$ cat config.mk
export PLATFORM = sky130hd
export DESIGN_NAME = control_sequencer
export DESIGN_NICKNAME = d
export VERILOG_FILES = /design/src/rtl/control_sequencer_pkg.sv /design/src/rtl/control_sequencer_reg_field_decoder.sv /design/src/rtl/control_sequencer.sv
export SDC_FILE = /design/constraint.sdc
export NUM_CORES = 1
export LEC_CHECK = 0
export ABC_AREA = 1
export CAP_MARGIN = 20
export CORE_UTILIZATION = 35
export CTS_CLUSTER_SIZE = 40
export DETAILED_ROUTE_END_ITERATION = 16
export PLACE_DENSITY_LB_ADDON = 0.2
export SYNTH_ARGS = -nofsm -noshare
export SYNTH_HDL_FRONTEND = slang
export SYNTH_HIERARCHICAL = 1
export SYNTH_SLANG_ARGS = --single-unit
$ cat constraint.sdc
create_clock -name clock -period 1.65 [get_ports clock]
set_input_delay 0.165 -clock clock [delete_from_list [all_inputs] [get_ports clock]]
set_output_delay 0.165 -clock clock [all_outputs]
set_load 0.01 [all_outputs]
$ cat src/rtl/control_sequencer_pkg.sv
// control_sequencer_pkg
//   Shared definitions for the hardwired control sequencer: IR field
//   positions, supported opcodes, sequencer state encoding and small
//   decode helpers.
package control_sequencer_pkg;

  // IR field bit positions
  localparam int unsigned IR_OP_HI = 31;
  localparam int unsigned IR_OP_LO = 27;
  localparam int unsigned IR_RA_HI = 26;
  localparam int unsigned IR_RA_LO = 23;
  localparam int unsigned IR_RB_HI = 22;
  localparam int unsigned IR_RB_LO = 19;
  localparam int unsigned IR_RC_HI = 18;
  localparam int unsigned IR_RC_LO = 15;

  // R-format ALU/shift operations
  localparam logic [4:0] OP_ADD  = 5'h00;
  localparam logic [4:0] OP_SUB  = 5'h01;
  localparam logic [4:0] OP_AND  = 5'h02;
  localparam logic [4:0] OP_OR   = 5'h03;
  localparam logic [4:0] OP_SHR  = 5'h04;
  localparam logic [4:0] OP_SHRA = 5'h05;
  localparam logic [4:0] OP_SHL  = 5'h06;
  localparam logic [4:0] OP_ROR  = 5'h07;
  localparam logic [4:0] OP_ROL  = 5'h08;

  // Control instructions
  localparam logic [4:0] OP_NOP  = 5'h19;
  localparam logic [4:0] OP_HALT = 5'h1A;

  typedef enum logic [2:0] {
    S_IDLE,
    S_T0,
    S_T1,
    S_T2,
    S_T3,
    S_T4,
    S_T5,
    S_HALT
  } state_t;

  function automatic logic is_alu_op(input logic [4:0] op);
    return (op <= OP_ROL);
  endfunction

  function automatic logic is_legal_op(input logic [4:0] op);
    return is_alu_op(op) || (op == OP_NOP) || (op == OP_HALT);
  endfunction

endpackage

$ cat src/rtl/control_sequencer_reg_field_decoder.sv
// reg_field_decoder
//   Converts a 4-bit register field into a one-hot NUM_REGS-wide select.
//   Output is all zero when disabled or when the field addresses a
//   register beyond NUM_REGS.
// Ports:
//   i_field  in  4         register number
//   i_en     in  1         decode enable
//   o_onehot out NUM_REGS  one-hot select
module reg_field_decoder #(
  parameter int unsigned NUM_REGS = 16
) (
  input  logic [3:0]          i_field,
  input  logic                i_en,
  output logic [NUM_REGS-1:0] o_onehot
);

  always_comb begin
    o_onehot = '0;
    for (int unsigned i = 0; i < NUM_REGS; i++) begin
      o_onehot[i] = i_en && (i == int'(i_field));
    end
  end

endmodule

$ cat src/rtl/control_sequencer.sv
// control_sequencer
//   Hardwired control unit for the DataPath. Fetches an instruction
//   (T0-T2), decodes IR in T3 and sequences 3-register ALU/shift
//   instructions through T3-T5. Outputs are Moore: decoded from the
//   current state and ir only.
// Ports:
//   clock, clear            clock (rising edge), async active-high reset
//   run                     level enable to leave IDLE / continue after retire
//   mem_ready               memory read data valid this cycle
//   ir[31:0]                current IR contents from DataPath
//   PCout..Yin              single-bit datapath strobes
//   Rin/Rout[NUM_REGS]      one-hot register write / bus-drive enables
//   opcode[4:0]             ALU operation select
//   halted                  high while in HALT
//   illegal                 high in T2/T3 when ir holds an unsupported opcode
//   instr_count             instructions retired since reset (wraps)
module control_sequencer
  import control_sequencer_pkg::*;
#(
  parameter int unsigned NUM_REGS    = 16,
  parameter int unsigned COUNT_WIDTH = 16
) (
  input  logic                   clock,
  input  logic                   clear,
  input  logic                   run,
  input  logic                   mem_ready,
  input  logic [31:0]            ir,
  output logic                   PCout,
  output logic                   IncPC,
  output logic                   MARin,
  output logic                   Zin,
  output logic                   Zlo_out,
  output logic                   PCin,
  output logic                   Read,
  output logic                   MDRin,
  output logic                   MDRout,
  output logic                   IRin,
  output logic                   Yin,
  output logic [NUM_REGS-1:0]    Rin,
  output logic [NUM_REGS-1:0]    Rout,
  output logic [4:0]             opcode,
  output logic                   halted,
  output logic                   illegal,
  output logic [COUNT_WIDTH-1:0] instr_count
);

  state_t r_state;
  state_t w_next;

  logic [COUNT_WIDTH-1:0] r_count;

  logic [4:0] w_op;
  logic [3:0] w_ra;
  logic [3:0] w_rb;
  logic [3:0] w_rc;
  logic       w_is_alu;
  logic       w_is_nop;
  logic       w_is_halt;
  logic       w_is_legal;
  logic       w_retire;
  logic       w_unused_ir;

  logic [NUM_REGS-1:0] w_rout_rb;
  logic [NUM_REGS-1:0] w_rout_rc;
  logic [NUM_REGS-1:0] w_rin_ra;

  assign w_op        = ir[IR_OP_HI:IR_OP_LO];
  assign w_ra        = ir[IR_RA_HI:IR_RA_LO];
  assign w_rb        = ir[IR_RB_HI:IR_RB_LO];
  assign w_rc        = ir[IR_RC_HI:IR_RC_LO];
  assign w_unused_ir = ^ir[IR_RC_LO-1:0];

  assign w_is_alu   = is_alu_op(w_op);
  assign w_is_nop   = (w_op == OP_NOP);
  assign w_is_halt  = (w_op == OP_HALT);
  assign w_is_legal = is_legal_op(w_op);

  // An instruction retires at the end of T5 (ALU) or at the end of T3 (NOP).
  assign w_retire = (r_state == S_T5) || ((r_state == S_T3) && w_is_nop);

  // Register bus selects: rb in T3, rc in T4 share the Rout bus; ra writes in T5.
  reg_field_decoder #(.NUM_REGS(NUM_REGS)) u_dec_rb (
    .i_field  (w_rb),
    .i_en     ((r_state == S_T3) && w_is_alu),
    .o_onehot (w_rout_rb)
  );

  reg_field_decoder #(.NUM_REGS(NUM_REGS)) u_dec_rc (
    .i_field  (w_rc),
    .i_en     (r_state == S_T4),
    .o_onehot (w_rout_rc)
  );

  reg_field_decoder #(.NUM_REGS(NUM_REGS)) u_dec_ra (
    .i_field  (w_ra),
    .i_en     (r_state == S_T5),
    .o_onehot (w_rin_ra)
  );

  always_ff @(posedge clock or posedge clear) begin
    if (clear) begin
      r_state <= S_IDLE;
    end else begin
      r_state <= w_next;
    end
  end

  always_ff @(posedge clock or posedge clear) begin
    if (clear) begin
      r_count <= '0;
    end else if (w_retire) begin
      r_count <= r_count + COUNT_WIDTH'(1);
    end
  end

  always_comb begin
    w_next = r_state;
    unique case (r_state)
      S_IDLE: if (run) w_next = S_T0;
      S_T0:   w_next = S_T1;
      S_T1:   if (mem_ready) w_next = S_T2;
      S_T2:   w_next = S_T3;
      S_T3: begin
        if (w_is_alu) begin
          w_next = S_T4;
        end else if (w_is_halt) begin
          w_next = S_HALT;
        end else begin
          w_next = run ? S_T0 : S_IDLE;
        end
      end
      S_T4:   w_next = S_T5;
      S_T5:   w_next = run ? S_T0 : S_IDLE;
      S_HALT: w_next = S_HALT;
      default: w_next = S_IDLE;
    endcase
  end

  always_comb begin
    PCout   = 1'b0;
    IncPC   = 1'b0;
    MARin   = 1'b0;
    Zin     = 1'b0;
    Zlo_out = 1'b0;
    PCin    = 1'b0;
    Read    = 1'b0;
    MDRin   = 1'b0;
    MDRout  = 1'b0;
    IRin    = 1'b0;
    Yin     = 1'b0;
    opcode  = '0;
    halted  = 1'b0;
    unique case (r_state)
      S_T0: begin
        PCout = 1'b1;
        IncPC = 1'b1;
        MARin = 1'b1;
        Zin   = 1'b1;
      end
      S_T1: begin
        Zlo_out = 1'b1;
        PCin    = 1'b1;
        Read    = 1'b1;
        MDRin   = 1'b1;
      end
      S_T2: begin
        MDRout = 1'b1;
        IRin   = 1'b1;
      end
      S_T3: Yin = w_is_alu;
      S_T4: begin
        opcode = w_op;
        Zin    = 1'b1;
      end
      S_T5:   Zlo_out = 1'b1;
      S_HALT: halted  = 1'b1;
      default: ;
    endcase
  end

  assign Rout        = w_rout_rb | w_rout_rc;
  assign Rin         = w_rin_ra;
  // T2 sees the previously fetched word (advisory); T3 is authoritative.
  assign illegal     = ((r_state == S_T2) || (r_state == S_T3)) && !w_is_legal;
  assign instr_count = r_count;

endmodule
* Word level (Yosys, flattened, before mapping)
Cells that the tools add are included.
** Word-level totals
- Input bits :: 36
- Output and inout bits :: 66
- Bits in registers :: 19
** Operators by class
- Mux-type cells :: 14
- Order comparisons :: 1
- Eq/ne operators :: 56
- Add/sub/neg operators :: 1
- Bitwise gates (word level) :: 1
- Reduce and logical (&&, ||, !) cells :: 63
** Operator list (count)
- 4-bit equality test, first input constant :: 24
- 1-bit logical AND :: 51
- 3-bit by 4-bit equality test with 1-bit output, first input constant :: 12
- 2-bit by 4-bit equality test with 1-bit output, first input constant :: 6
- 3-bit case mux with 8 select lines :: 1
- 16-bit by 1-bit adder with 16-bit output, second input constant :: 1
- 16-bit bitwise OR :: 1
- 1-bit by 4-bit equality test with 1-bit output, first input constant :: 3
- 3-bit equality test, second input constant :: 4
- 4-bit logical NOT :: 3
- 3-bit 2-to-1 mux :: 4
- 5-bit equality test, second input constant :: 2
- 1-bit 2-to-1 mux :: 8
- 3-bit by 2-bit equality test with 1-bit output, second input constant :: 2
- 5-bit by 4-bit <= comparator with 1-bit output, second input constant :: 1
- 5-bit 2-to-1 mux :: 1
- 1-bit logical OR :: 4
- 2-bit != test, second input constant :: 2
- 2-bit OR reduction :: 2
- 3-bit by 1-bit equality test with 1-bit output, second input constant :: 1
- 3-bit logical NOT :: 1
- 2-bit AND reduction :: 1
- 1-bit logical NOT :: 1

* Logic depth before layout (Yosys ltp)
- Word-level depth :: 5
- Gate-level depth with buffers :: 8
- Gate-level depth less buffers :: 8

* Cells and area by module
Netlist, hierarchy kept.
** Modules (own cells, without submodules)
- control_sequencer :: sequential area each 475.5 sq um, area an instance 1448.9 sq um, cells an instance 217, times used 1
- reg_field_decoder :: sequential area each 0.0 sq um, area an instance 128.9 sq um, cells an instance 33, times used 3

* Least setup slack after synthesis
No wires, ideal clock.
- Kind :: register -> output
- From :: register r_state[1]
- To :: output Rout[4]
- Stages on the path, launching flop included :: 8
- Slack :: -0.117 ns
- Required time :: 1.485 ns
- Data arrival time :: 1.602 ns
- Cell sequence :: dfrtp_1 buf_2 nor3_4 inv_1 nor2_1 nand3_1 nor2_1 or2_2
** Between the ends
- Longest elaborated chain between the ends :: 4
- Elaborated cells on any way between the ends :: 6
- Those cells by class :: eq/ne (2); bitwise (1); reduce/logical (3)
** RTL lines
- start: declaration :: line control_sequencer.sv:47 : state_t r_state;
- start signal: assignment :: line control_sequencer.sv:104 : r_state <= w_next;
- 3-bit equality test :: line control_sequencer.sv:84 : .i_en ((r_state == S_T3) && w_is_alu),
- 1-bit logical AND :: line control_sequencer.sv:84
- 1-bit logical AND :: line control_sequencer_reg_field_decoder.sv:20 : o_onehot[i] = i_en && (i == int'(i_field));
- named net w_rout_rb[4] :: line control_sequencer.sv:63 : logic [NUM_REGS-1:0] w_rout_rb;
- 16-bit bitwise OR :: line control_sequencer.sv:181 : assign Rout = w_rout_rb | w_rout_rc;
- end: declaration :: line control_sequencer.sv:40 : output logic [NUM_REGS-1:0] Rout,
The timed path passes the listed nets, and every way through them passes these cells.

* Worst setup path after layout
- From :: register r_state[1]
- To :: output Rout[11]
The elaborated chain is that of the path after synthesis.

==> impl_metrics.py <==
metrics = {
    "place": {
        "place.port_buffers": 86,
        "hpwl_um": 4370,
        "gp_congestion": 0.900,
        "pre_cts_ws_ns": -0.481,
        "placed_cells": 492,
    },
    "cts": {
        "htree_num_levels": 1,
        "cts-root-buf": "clkbuf_8",
        "cts_made_buffers": 3,
        "ctsHoldBuffers": 0,
        "clkLatencyLatePin_ns": 0.26,
        "clock_sinks": 19,
        "clockBufferDepth": 2,
        "cts_tree": "done",
        "clkSlewWorstSetupHoldPaths_ns": 0.07,
    },
    "power_and_ir_drop": {
        "powerDensity_nw_per_um2": 732,
        "ir_drop_v": 0.000560,
        "p_leak_nw": 1.63,
    },
    "timing": {
        "skew_ns": 0.00540,
        "fmax_ghz": 0.511,
        "period_needed_ns": 1.96,
        "timing.final.ws_setup_ns": -0.307,
        "max_slew_margin_pct": 78.4,
        "slew_viol_final": 0,
        "setup_tns_ns": -4.22,
        "finalHoldViolCount": 0,
        "finalCritPeriodShare_pct": 119,
        "setup_viol": 20,
        "rsz0062_at_grt": "yes",
        "worst_hold_slack_ns": 0.225,
        "worst_pin_slew_ns": 0.323,
    },
    "drt": {
        "wl_per_cell_um": 12.0,
        "drc": 0,
        "antenna_left": 0,
        "dr.pass1.iters": 4,
        "wl_um": 6060,
        "vias": 2378,
        "route.detailed.vias_per_inst": 4.69,
        "drtIter0Drc": 87,
    },
    "grt": {
        "grt_max_degree": 24,
        "grt_use_total_pct": 21.5,
        "grt_pass1_vias": 2149,
        "overflow": 0,
        "grt_pass1_wl_um": 9320,
        "antenna_found_initial": 0,
    },
    "worst_setup_path": {
        "slowest_delay_ns": 0.44,
        "crit_path_max_fanout": 4,
        "start_kind": "flop",
        "cp_top_family": "simple AND/OR/NAND/NOR gates",
        "required_ns": 1.48,
        "path_buf_inv": 4,
        "worstSetupPathType": "flop to primary output",
        "endpoint_kind": "primary output",
        "crit_arrival_ns": 1.79,
        "slowest_stage": "dfrtp_2",
        "path_common_cell": "buf_6",
        "worstPathCellList": "nor3_4, inv_2, nor2_4, buf_4, buf_6, nand3_4, nor2_1, or2_2, buf_6",
    },
    "logic_synthesis": {
        "async_flop_share_pct": 100,
        "yosys-top-cells-area": "dfrtp_1 26%, nand2_1 18%, nor2_1 16%, inv_1 9.2%, nand3_1 8.5%",
        "ys_warn_count": 6,
        "synth_seq_cells": 19,
        "synth_cell_types": 23,
        "synth_nets": 353,
        "avgSynthCellArea_um2": 5.81,
        "yosysTopAreaCell": "dfrtp_1",
        "seq_area_frac_synth_pct": 25.9,
        "synth_top_cell_area_share_pct": 25.9,
        "synth_common_cells": "86 x nand2_1, 79 x nor2_1, 45 x inv_1, 31 x nand3_1, 19 x dfrtp_1",
        "synth_most_common_cell": "nand2_1",
        "synth_edf_count": 0,
        "syn_inst": 316,
        "ys.flop_type": "dfrtp_1",
        "mappedNetlistArea_um2": 1840,
    },
    "floorplanning": {
        "rows": 25,
        "die_y_um": 74.4,
        "die_w_um": 74.4,
        "io_pins": 102,
        "initial_core_util_pct": 37.6,
        "core_area_um2": 4880,
        "die_area_um2": 5540,
    },
    "cells_and_area": {
        "num_antenna_cells": 0,
        "drive_above_1_share_pct": 36.4,
        "area_delta_synth_final_pct": 75.9,
        "multi_input_area_um2": 1360,
        "instances_no_fill": 507,
        "fin_nets": 478,
        "num-fill-cells": 450,
        "seq_area_um2": 477,
    },
    "job": {
        "drv_cap": 0,
    },
    "worst_hold_path": {
        "min_path_type": "input pin to async pin",
    },
    "outcome": {
        "status": "complete, but fails checks",
        "violations": "negative setup slack",
    },
}
[layout by cell type, fill, tap and decap left out, drive strengths merged, types with 3 or more instances in the layout]
| cell type | n |
|---|---|
| o21ai | 8 |
| nand2 | 88 |
| or2 | 16 |
| nand4 | 6 |
| clkbuf | 14 |
| inv | 46 |
| nor2 | 79 |
| nand3 | 32 |
| buf | 73 |
| clkdlybuf4s50 | 34 |
| dlygate4sd2 | 7 |
| dfrtp | 19 |
| clkdlybuf4s15 | 3 |
| nor3 | 4 |
| xor2 | 6 |
[kinds of logic (layout without fill, tap and decap cells)]
family	count (synthesis)	count (layout)	synth area share (%)
and+or+nand+nor	227	227	54.3
adders and majority gates	1	1	0.682
xor gates and xnor gates	6	6	3.27
DFF	19	19	25.9
AOI/OAI and AO/OA	9	9	2.45
buffers and inverters	54	178	13.4
[stage by stage]
step / total power [mW] / instance area, um2 / utilization, %
detailed placement: 2.00 / 2960 / 60.7
global placement: 1.98 / 2960 / 60.7
global route: 2.54 / 3230 / 66.2
floorplan: 1.32 / 1840 / -
finish: 2.36 / 3230 / 66.2
CTS: 2.31 / 3200 / 65.5
[state kept, by name, summed over array words and instances (netlist names)]
name and count:
instr_count 16, r_state 3
[tightest hold or removal path: stages]
cell             delay (ns)
clkdlybuf4s50_1        0.39
inv_1                  0.05
buf_4                  0.25
[path summary, 6_finish.rpt]
| path | from | end | slack [ns] | cells after the start |
|---|---|---|---|---|
| worst min-delay path | clear | instr_count[6] | 0.23 | 3 |
| worst min register to register | instr_count[9] | instr_count[9] | 0.56 | 2 |
| min in group clock | mem_ready | r_state[0] | 0.53 | 3 |
| worst max register to register | r_state[1] | instr_count[0] | 0.17 | 6 |
| worst max-delay path | r_state[1] | Rout[11] | -0.31 | 9 |
| max in group asynchronous | clear | r_state[1] | 1.20 | 3 |
[power by group]
part | total [mW] | switching [mW] | internal, mW
combinational | 1.40 | 0.730 | 0.666
clock | 0.328 | 0.156 | 0.172
sequential | 0.639 | 0.0909 | 0.548
[per-layer routing]
layer	vias up	part of all wire, %	GRT usage [%]
li1	1217	-	-
met1	1073	41	26.7
met2	78	51	38.3
met3	10	5.5	3.93
met4	0	2.0	5.24
met5	-	0	0
[cell type report]
class / instances / share of cell area (%)
Multi-Input combinational cell: 243 / 42.1
Timing Repair Buffer: 128 / 33.7
Sequential cell: 19 / 14.8
Inverter: 46 / 5.50
Tap cell: 67 / 2.60
Clock buffer: 4 / 1.40
[what timing repair did]
action / 4_1_cts / 5_1_grt
pin swaps: 13 / 12
resized for setup: 187 / 74
setup buffers: 8 / 3
endpoints found under the setup margin: 50 / 44
Power figures use the tool's default switching activity.
